`src/rtl/p4_router_ing_port_adapter_if.sv`:
```
// AXI-Stream bundle shared by the narrow physical-port side and the wide ingress-buffer side
// of the P4 router ingress port adapter.
interface p4_router_ing_port_adapter_if #(
   parameter int DATA_BYTES = 8,
   parameter int ID_WIDTH   = 4,
   parameter int DEST_WIDTH = 4,
   parameter int USER_WIDTH = 1
);
   logic [DATA_BYTES*8-1:0] tdata;
   logic [DATA_BYTES-1:0]   tkeep;
   logic [DATA_BYTES-1:0]   tstrb;
   logic                    tlast;
   logic                    tvalid;
   logic                    tready;
   logic [ID_WIDTH-1:0]     tid;
   logic [DEST_WIDTH-1:0]   tdest;
   logic [USER_WIDTH-1:0]   tuser;

   modport master (
      output tdata, tkeep, tstrb, tlast, tvalid, tid, tdest, tuser,
      input  tready
   );

   modport slave (
      input  tdata, tkeep, tstrb, tlast, tvalid, tid, tdest, tuser,
      output tready
   );
endinterface

```
`src/rtl/p4_router_ing_port_adapter.sv`:
```
// Packs narrow physical-port AXIS beats into full-width ingress-buffer words, checks tkeep and
// counts packets/runts. Define P4_ROUTER_ING_RUNT_PAD_EN to pad runts with zero bytes up to MIN_PKT_BYTES.
module p4_router_ing_port_adapter #(
   parameter int IN_BYTES      = 8,
   parameter int OUT_BYTES     = 32,
   parameter int MIN_PKT_BYTES = 64,
   parameter int CNT_WIDTH     = 32
) (
   input  logic                          clk,
   input  logic                          areset,
   p4_router_ing_port_adapter_if.slave   phys_port,
   p4_router_ing_port_adapter_if.master  adapted,
   output logic [CNT_WIDTH-1:0]          pkt_cnt,
   output logic [CNT_WIDTH-1:0]          runt_cnt,
   output logic                          keep_err
);

   localparam int RATIO    = OUT_BYTES / IN_BYTES;
   localparam int IN_BITS  = IN_BYTES * 8;
   localparam int OUT_BITS = OUT_BYTES * 8;
   localparam int LANE_W   = (RATIO > 1) ? $clog2(RATIO) : 1;
   localparam int BCNT_W   = $clog2(MIN_PKT_BYTES + 1);
   localparam logic [BCNT_W:0]   MIN_W   = (BCNT_W+1)'(MIN_PKT_BYTES);
   localparam logic [BCNT_W-1:0] MIN_SAT = BCNT_W'(MIN_PKT_BYTES);

`ifdef P4_ROUTER_ING_RUNT_PAD_EN
   typedef enum logic [0:0] {ACCUM = 1'b0, PAD = 1'b1} state_t;
`else
   typedef enum logic [0:0] {ACCUM = 1'b0} state_t;
`endif

   function automatic logic [IN_BYTES-1:0] in_prefix(input int n);
      logic [IN_BYTES-1:0] m;
      m = '0;
      for (int i = 0; i < IN_BYTES; i++) m[i] = (i < n);
      return m;
   endfunction

   function automatic logic [OUT_BYTES-1:0] out_prefix(input int n);
      logic [OUT_BYTES-1:0] m;
      m = '0;
      for (int i = 0; i < OUT_BYTES; i++) m[i] = (i < n);
      return m;
   endfunction

   state_t                state, state_next;
   logic [OUT_BITS-1:0]   a_data, o_data, word_data, o_load_data;
   logic [OUT_BYTES-1:0]  a_keep, o_keep, word_keep, o_load_keep;
   logic [LANE_W-1:0]     lane;
   logic                  o_valid, o_last, o_load, o_load_last;
   logic [BCNT_W-1:0]     byte_cnt, byte_next;
   logic [BCNT_W:0]       byte_sum;
   logic [IN_BYTES-1:0]   eff_keep;
   logic [IN_BITS-1:0]    beat_data;
   logic                  keep_contig, keep_bad, beat_done, o_free, in_ready, accept, is_runt;
   logic                  unused_in;
`ifdef P4_ROUTER_ING_RUNT_PAD_EN
   logic [BCNT_W-1:0]     wb, wb_next, pad_rem, pad_rem_next;
   logic [BCNT_W:0]       covered;
`endif

   assign unused_in = ^{phys_port.tstrb, phys_port.tid, phys_port.tdest, phys_port.tuser};

   // Beat qualification: sanitise tkeep, place the beat in its lane and track packet length.
   always_comb begin
      keep_contig = (phys_port.tkeep != '0) &&
                    ((phys_port.tkeep & (phys_port.tkeep + IN_BYTES'(1))) == '0);
      keep_bad    = phys_port.tlast ? !keep_contig : (phys_port.tkeep != '1);
      eff_keep    = phys_port.tlast ? in_prefix($countones(phys_port.tkeep)) : '1;
      beat_data   = '0;
      for (int i = 0; i < IN_BYTES; i++)
         if (eff_keep[i]) beat_data[i*8 +: 8] = phys_port.tdata[i*8 +: 8];
      word_data   = a_data | (OUT_BITS'(beat_data) << (int'(lane) * IN_BITS));
      word_keep   = a_keep | (OUT_BYTES'(eff_keep) << (int'(lane) * IN_BYTES));
      beat_done   = phys_port.tlast || (lane == LANE_W'(RATIO - 1));
      o_free      = !o_valid || adapted.tready;
      in_ready    = (state == ACCUM) && (!beat_done || o_free);
      accept      = phys_port.tvalid && in_ready;
      byte_sum    = {1'b0, byte_cnt} + (BCNT_W+1)'($countones(eff_keep));
      byte_next   = (byte_sum >= MIN_W) ? MIN_SAT : byte_sum[BCNT_W-1:0];
      is_runt     = byte_sum < MIN_W;
   end

   always_ff @(posedge clk or posedge areset) begin
      if (areset) state <= ACCUM;
      else        state <= state_next;
   end

   // Next state and the word to load into the output register this cycle.
   always_comb begin
      state_next  = state;
      o_load      = 1'b0;
      o_load_data = word_data;
      o_load_keep = word_keep;
      o_load_last = phys_port.tlast;
`ifdef P4_ROUTER_ING_RUNT_PAD_EN
      wb_next      = wb;
      pad_rem_next = pad_rem;
      covered      = {1'b0, wb} + (BCNT_W+1)'(OUT_BYTES);
`endif
      case (state)
         ACCUM: begin
            if (accept && beat_done) begin
               o_load = 1'b1;
`ifdef P4_ROUTER_ING_RUNT_PAD_EN
               if (phys_port.tlast) begin
                  wb_next = '0;
                  if (is_runt) begin
                     if (covered >= MIN_W) begin
                        o_load_keep = out_prefix(MIN_PKT_BYTES - int'(wb));
                     end else begin
                        o_load_keep  = '1;
                        o_load_last  = 1'b0;
                        state_next   = PAD;
                        pad_rem_next = BCNT_W'(MIN_W - covered);
                     end
                  end
               end else begin
                  wb_next = (covered >= MIN_W) ? MIN_SAT : covered[BCNT_W-1:0];
               end
`endif
            end
         end
`ifdef P4_ROUTER_ING_RUNT_PAD_EN
         PAD: begin
            if (o_free) begin
               o_load      = 1'b1;
               o_load_data = '0;
               if (pad_rem > BCNT_W'(OUT_BYTES)) begin
                  o_load_keep  = '1;
                  o_load_last  = 1'b0;
                  pad_rem_next = pad_rem - BCNT_W'(OUT_BYTES);
               end else begin
                  o_load_keep  = out_prefix(int'(pad_rem));
                  o_load_last  = 1'b1;
                  state_next   = ACCUM;
               end
            end
         end
`endif
         default: state_next = ACCUM;
      endcase
   end

   // Assembly register, output register and statistics.
   always_ff @(posedge clk or posedge areset) begin
      if (areset) begin
         a_data   <= '0;
         a_keep   <= '0;
         lane     <= '0;
         o_data   <= '0;
         o_keep   <= '0;
         o_last   <= 1'b0;
         o_valid  <= 1'b0;
         byte_cnt <= '0;
         pkt_cnt  <= '0;
         runt_cnt <= '0;
         keep_err <= 1'b0;
`ifdef P4_ROUTER_ING_RUNT_PAD_EN
         wb       <= '0;
         pad_rem  <= '0;
`endif
      end else begin
         keep_err <= accept && keep_bad;
         if (accept) begin
            if (beat_done) begin
               a_data <= '0;
               a_keep <= '0;
               lane   <= '0;
            end else begin
               a_data <= word_data;
               a_keep <= word_keep;
               lane   <= lane + LANE_W'(1);
            end
            byte_cnt <= phys_port.tlast ? '0 : byte_next;
            if (phys_port.tlast && is_runt) runt_cnt <= runt_cnt + 1'b1;
         end
         if (o_load) begin
            o_valid <= 1'b1;
            o_data  <= o_load_data;
            o_keep  <= o_load_keep;
            o_last  <= o_load_last;
         end else if (adapted.tready) begin
            o_valid <= 1'b0;
         end
         if (o_valid && adapted.tready && o_last) pkt_cnt <= pkt_cnt + 1'b1;
`ifdef P4_ROUTER_ING_RUNT_PAD_EN
         wb      <= wb_next;
         pad_rem <= pad_rem_next;
`endif
      end
   end

   assign phys_port.tready = in_ready;
   assign adapted.tvalid   = o_valid;
   assign adapted.tdata    = o_data;
   assign adapted.tkeep    = o_keep;
   assign adapted.tlast    = o_last;
   assign adapted.tstrb    = '1;
   assign adapted.tid      = '0;
   assign adapted.tdest    = '0;
   assign adapted.tuser    = '0;

endmodule

```
`src/flat_wrapper.sv`:
```
// flat-port wrapper written by rule: the top's interface ports become plain ports
module p4_router_ing_port_adapter_flat 
#(
   parameter int IN_BYTES      = 8,
   parameter int OUT_BYTES     = 32,
   parameter int MIN_PKT_BYTES = 64,
   parameter int CNT_WIDTH     = 32
)
  (clk, areset, pkt_cnt, runt_cnt, keep_err, phys_port_tdata, phys_port_tkeep, phys_port_tstrb, phys_port_tlast, phys_port_tvalid, phys_port_tid, phys_port_tdest, phys_port_tuser, phys_port_tready, adapted_tdata, adapted_tkeep, adapted_tstrb, adapted_tlast, adapted_tvalid, adapted_tid, adapted_tdest, adapted_tuser, adapted_tready);
  p4_router_ing_port_adapter_if #(.DATA_BYTES((8))) phys_port_i ();
  p4_router_ing_port_adapter_if #(.DATA_BYTES((32))) adapted_i ();
  input  logic clk;
  input  logic areset;
  output logic [CNT_WIDTH-1:0] pkt_cnt;
  output logic [CNT_WIDTH-1:0] runt_cnt;
  output logic keep_err;
  input wire logic [$bits(phys_port_i.tdata)-1:0] phys_port_tdata;
  input wire logic [$bits(phys_port_i.tkeep)-1:0] phys_port_tkeep;
  input wire logic [$bits(phys_port_i.tstrb)-1:0] phys_port_tstrb;
  input wire logic [$bits(phys_port_i.tlast)-1:0] phys_port_tlast;
  input wire logic [$bits(phys_port_i.tvalid)-1:0] phys_port_tvalid;
  input wire logic [$bits(phys_port_i.tid)-1:0] phys_port_tid;
  input wire logic [$bits(phys_port_i.tdest)-1:0] phys_port_tdest;
  input wire logic [$bits(phys_port_i.tuser)-1:0] phys_port_tuser;
  output wire logic [$bits(phys_port_i.tready)-1:0] phys_port_tready;
  output wire logic [$bits(adapted_i.tdata)-1:0] adapted_tdata;
  output wire logic [$bits(adapted_i.tkeep)-1:0] adapted_tkeep;
  output wire logic [$bits(adapted_i.tstrb)-1:0] adapted_tstrb;
  output wire logic [$bits(adapted_i.tlast)-1:0] adapted_tlast;
  output wire logic [$bits(adapted_i.tvalid)-1:0] adapted_tvalid;
  output wire logic [$bits(adapted_i.tid)-1:0] adapted_tid;
  output wire logic [$bits(adapted_i.tdest)-1:0] adapted_tdest;
  output wire logic [$bits(adapted_i.tuser)-1:0] adapted_tuser;
  input wire logic [$bits(adapted_i.tready)-1:0] adapted_tready;
  assign phys_port_i.tdata = phys_port_tdata;
  assign phys_port_i.tkeep = phys_port_tkeep;
  assign phys_port_i.tstrb = phys_port_tstrb;
  assign phys_port_i.tlast = phys_port_tlast;
  assign phys_port_i.tvalid = phys_port_tvalid;
  assign phys_port_i.tid = phys_port_tid;
  assign phys_port_i.tdest = phys_port_tdest;
  assign phys_port_i.tuser = phys_port_tuser;
  assign phys_port_tready = phys_port_i.tready;
  assign adapted_tdata = adapted_i.tdata;
  assign adapted_tkeep = adapted_i.tkeep;
  assign adapted_tstrb = adapted_i.tstrb;
  assign adapted_tlast = adapted_i.tlast;
  assign adapted_tvalid = adapted_i.tvalid;
  assign adapted_tid = adapted_i.tid;
  assign adapted_tdest = adapted_i.tdest;
  assign adapted_tuser = adapted_i.tuser;
  assign adapted_i.tready = adapted_tready;
  p4_router_ing_port_adapter #(.IN_BYTES(IN_BYTES), .OUT_BYTES(OUT_BYTES), .MIN_PKT_BYTES(MIN_PKT_BYTES), .CNT_WIDTH(CNT_WIDTH)) u_core (.clk(clk), .areset(areset), .phys_port(phys_port_i), .adapted(adapted_i), .pkt_cnt(pkt_cnt), .runt_cnt(runt_cnt), .keep_err(keep_err));
endmodule
```
`config.mk`:
```
export PLATFORM = sky130hd
export DESIGN_NAME = p4_router_ing_port_adapter_flat
export DESIGN_NICKNAME = d
export VERILOG_FILES = /design/src/rtl/p4_router_ing_port_adapter_if.sv /design/src/rtl/p4_router_ing_port_adapter.sv /design/src/flat_wrapper.sv
export SDC_FILE = /design/constraint.sdc
export NUM_CORES = 2
export LEC_CHECK = 0
export ABC_AREA = 1
export ABC_CLOCK_PERIOD_IN_PS = 48100
export CAP_MARGIN = 40
export CORE_ASPECT_RATIO = 0.9
export CORE_MARGIN = 5
export CORE_UTILIZATION = 50
export DETAILED_ROUTE_END_ITERATION = 10
export HOLD_SLACK_MARGIN = 0.06
export PLACE_DENSITY = 0.81
export SLEW_MARGIN = 0
export SYNTH_ARGS = -nofsm -noshare
export SYNTH_HDL_FRONTEND = slang
export SYNTH_SLANG_ARGS = --single-unit
```
`constraint.sdc`:
```
create_clock -name clk -period 48.1 [get_ports clk]
set_input_delay 14.43 -clock clk [delete_from_list [all_inputs] [get_ports clk]]
set_output_delay 14.43 -clock clk [all_outputs]
set_load 0.005 [all_outputs]
```
### After elaboration in Yosys (flattened, before gate mapping)

Index checks and enable logic that the tools add are counted.

* add/sub/neg operators: 19
* magnitude comparators: 10
* equality and inequality tests: 2
* shifts and indexed selects: 2
* multiplexer cells: 18
* bitwise operators: 3
* reduce and logical (&&, ||, !) cells: 17

Operator list (count)
* $mux 256: 1
* $or 256x256->256: 1
* $shl 64x8->256: 1
* $lt 4x32->1 const A: 4
* $add 32x32->32: 3
* $mux 8: 9
* $add 32x1->32 const B: 2
* $lt 3x32->1 const A: 2
* $lt 1x32->1 const A: 1
* $lt 2x32->1 const A: 1
* $mux 32: 1
* $or 32x32->32: 1
* $shl 8x5->32: 1
* $add 8x8->8: 3
* $add 1x1->2: 8
* $mux 7: 2
* $add 7x8->8: 1
* $add 8x1->8 const B: 1
* $and 8x8->8: 1
* $ge 8x7->1 const B: 1
* $logic_not 8->1: 1
* $lt 8x7->1 const B: 1
* $ne 8x8->1 const B: 1
* $reduce_bool 8->1: 1
* other kinds (9): 22

* flip-flop bits (word level): 652
* output and inout bits: 397
* logic and storage cells: 82

### Depth between registers and ports, before layout

* word-level depth: 12
* gate-level depth with buffers: 30
* mapped depth without buffers: 29

### Least setup slack after synthesis

No wires, ideal clock.

* path type: input to output
* from: input phys_port_tlast
* to: output phys_port_tready
* data arrival time: 14.622 ns
* setup slack: 19.048 ns
* cell stages on the path: 3
* buffers on the path: 0
* path through: inv_2 nand2_4 nand3_2

* word-level cells in the longest chain between the ends: 3

RTL lines
* start: declaration: line flat_wrapper.sv:20 `input wire logic [$bits(phys_port_i.tlast)-1:0] phys_port_tlast;`
* $logic_or 1x1->1: line p4_router_ing_port_adapter.sv:75 `beat_done = phys_port.tlast || (lane == LANE_W'(RATIO - 1));`
* $logic_not 1->1: line p4_router_ing_port_adapter.sv:77 `in_ready = (state == ACCUM) && (!beat_done || o_free);`
* $logic_or 1x1->1: line p4_router_ing_port_adapter.sv:77
* end: declaration: line flat_wrapper.sv:25 `output wire logic [$bits(phys_port_i.tready)-1:0] phys_port_tready;`

No other way between the ends.

### Worst setup path after layout

Same ends and word-level chain as after synthesis.

==> results by group <==
Synthesis
  • Gate Count Post-Synth: 3829
  • Seq/Total Area, Yosys: 53.5%
  • Synth cell types: 34
  • Cell taking the most area after synthesis: dfrtp_1
  • Syn avg cell area: 7.96 sq um
  • EDFF count, synth: 0
  • Adder-Cell Fraction of Synth Area: 1.56%
  • Area share of the largest cell type after synthesis: 53.5%
  • Compound-Gate Fraction of Synth Area: 9.78%
  • Ys Warns: 0
  • Ranking of synthesized cells by area: dfrtp_1, nand2_1, inv_1
  • Synth Area in Simple Gates: 24.6%
  • Share of the synthesized netlist area taken by xor and xnor gates: 1.03%
  • Most common flop cell mapped by yosys: dfrtp_1
  • Main combinational cell family by area after synthesis: simple AND/OR/NAND/NOR gates
  • Multiplexer area fraction after synthesis: 0%
  • Synth Register Bits: 652
  • Share of synthesized registers carrying an async set or reset: 100%
  • Cell area after synthesis: 30500 sq um

Floorplanning
  • Die X: 270 um
  • Starting Density: 50.7%
  • Ports: 491
  • Core footprint: 60100 sq um
  • Die area: 66000 sq um
  • Chip height: 244 um
  • Row Count: 85

Run
  • Max cap viols: 0

Finish
  • Synthesis-to-finish area growth: 22.6%
  • Sequential standard cell area: 16300 sq um
  • Number of fill cells: 4981
  • Layout cells sized above 1: 4.18%
  • Multi-input logic area: 11500 sq um
  • Nets: 4314

Timing
  • Worst Hold Margin: 0.475 ns
  • Peak Freq: 0.0332 GHz
  • Fin crit share: 62.7%
  • Relative slew slack: 38.9%
  • Fin crit period: 30.17 ns
  • Finish-stage setup viols: 0
  • Setup Total Neg Slack: 0 ns
  • Max Transition Viols Final: 0
  • RSZ-0062 raised after global routing: no
  • Worst Tran Pin Value: 0.917 ns
  • Hold Fails Final Rpt: 0
  • Clk_skew: 0.0246 ns

Min path
  • Hold Path Depth: 2
  • Hold WC Path Type: reg -> reg
  • Hold EP: u_core.adapted.tdata[227]
  • Hold path start: u_core.adapted.tdata[227]

Outcome
  • Status: finished clean

Placed design
  • Routability cong.: 0.882
  • DP HPWL: 56900 um
  • Port Buffer Count: 432

Worst setup path
  • Arr. time, crit path: 15.74 ns
  • R2r setup slk: 42.63 ns
  • Req. time, crit path: 33.67 ns
  • Setup Crit Path Kind: in -> out
  • Worst R2R End: u_core.a_data[182]
  • Worst Setup Start Kind: input pin
  • Endpoint class of the critical path: output port
  • R2r worst-path depth: 13
  • Critical R2R Launch: u_core.lane[1]
  • Critical-path maximum fanout: 4

GRT
  • GRT Total Usage: 25.4%
  • Initial antenna violation count: 10
  • Vias in the first global route: 25038
  • Largest net degree at the start of global routing: 130
  • First-pass GRT wire length: 137000 um
  • Gr ovfl total: 0

Power and ir drop
  • VDD IR-drop max: 32.2 uV
  • Leakage: 18.7 nW
  • Power Dens Cells: 44.5 nW/um^2

Clock network
  • CTS tree: yes
  • Post_cts resized: 0
  • # Post-CTS Setup Buffers: 0
  • CTS Buf Count: 69
  • CTS hold repair buffers: 0
  • Clk slew on worst S/H paths: 0.06 ns
  • Max Buffers Root-to-Sink: 3
  • H-tree Lvls: 3
  • CTS Sinks: 652
  • Worst-skew pair later-pin latency: 0.61 ns
  • Clk root buf: clkbuf_16

Routing
  • DR pass1 iterations: 5
  • Initial DRC Count: 2637
  • Routed len/inst: 17.2 um
  • Final WL: 86300 um
  • Detailed-route via count: 26216
  • ANT nets after route: 0
  • Vias per inst: 5.21
  • # DRC: 0
## synthesized netlist by cell type, types with 22 or more instances
cell and number:
nor2_1 214, dfrtp_1 652, nand3_1 144, ha_1 22
o21ai_0 258, o21ai_1 51, xor2_1 23, inv_1 406
buf_2 96, nand3b_1 22, buf_4 61, o21bai_1 48
a21oi_1 201, clkbuf_1 32, nand2_1 1491
## power breakdown
part	switching [mW]	leakage, nW	internal [mW]
registers	0.0560	8.86	0.632
logic	0.257	8.77	0.194
clock network	0.225	1.09	0.300
## layout by cell type (no fill, tap or decap), types with 6 or more instances in the layout
cell type / n
o21ai_0: 258
o21bai_1: 48
conb_1: 41
buf_16: 7
inv_1: 405
fa_1: 10
nand3b_1: 22
a21oi_1: 201
o21ai_1: 51
xnor2_1: 13
clkdlybuf4s50_1: 432
nor2_1: 214
nand4_1: 10
clkbuf_8: 17
nand3_1: 143
nand2_1: 1491
nor3_1: 6
buf_4: 21
dfrtp_1: 651
clkbuf_16: 70
xor2_1: 23
ha_1: 22
clkinv_2: 11
inv_2: 11
clkbuf_1: 13
diode_2: 8
## state kept, by name, summed over array words and instances, names as in the netlist
| signal | cells |
|---|---|
| u_core.pkt_cnt | 32 |
| u_core.keep_err | 1 |
| u_core.adapted.tlast | 1 |
| u_core.a_data | 256 |
| u_core.adapted.tkeep | 32 |
| u_core.byte_cnt | 7 |
| u_core.lane | 2 |
| u_core.adapted.tvalid | 1 |
| u_core.adapted.tdata | 256 |
| u_core.a_keep | 32 |
| u_core.runt_cnt | 32 |
## worst max path at each step
| stage | start | to | slack [ns] |
|---|---|---|---|
| 4_1_cts | phys_port_tlast | phys_port_tready | 17.93 |
| 3_3_place_gp | phys_port_tlast | phys_port_tready | 17.94 |
| 6_report | phys_port_tlast | phys_port_tready | 17.93 |
| 3_5_place_dp | phys_port_tlast | phys_port_tready | 17.94 |
| 5_1_grt | phys_port_tlast | phys_port_tready | 17.85 |
| 2_1_floorplan | areset | u_core.a_data[0] | 15.40 |
## layer usage
| metal | GRT usage [%] | share of wire [%] | up-vias |
|---|---|---|---|
| li1 | - | - | 12508 |
| met1 | 35.6 | 43 | 12574 |
| met3 | 5.28 | 7.3 | 168 |
| met5 | 0 | 0.015 | - |
| met2 | 39.1 | 46 | 964 |
| met4 | 10.3 | 3.9 | 2 |
## kinds of logic after synthesis
family,count (synthesis)
other cells,2
fa+ha+maj,32
xor+xnor,36
flops,652
buf+inv,638
compound gates,566
simple gates,1903
## critical path, cell delays in order
cell and delay [ns]:
clkdlybuf4s50_1 0.46, inv_2 0.13, nand2_4 0.10, nand3_2 0.11, clkdlybuf4s50_1 0.51
## cell type report
class                   count  share of cell area, %
flip-flops and latches    652                   43.7
multi-input cells        2578                   30.7
repair buffers            466                   12.8
clock buffers             100                   5.44
inverters                 421                   4.29
well taps                 783                   2.62
clock inverters            22                  0.472
diodes                      8                 0.0536
## stage by stage
| step | power (mW) | setup WS, ns | util (%) | cell area, sq um | instances |
|---|---|---|---|---|---|
| final | 1.66 | 17.93 | 62.2 | 37400 | 5030 |
| after global routing | 1.75 | 17.85 | 62.2 | 37400 | 5029 |
| after CTS | 1.67 | 17.93 | 62.2 | 37400 | 5022 |
| after detailed placement | 1.14 | 17.94 | 58.5 | 35100 | 4900 |
| after global placement | 1.12 | 17.94 | 58.0 | 34800 | 4887 |
| after floorplan | 0.926 | 15.40 | - | 30600 | 3868 |
Note: power is estimated with default switching activity, not from simulation.
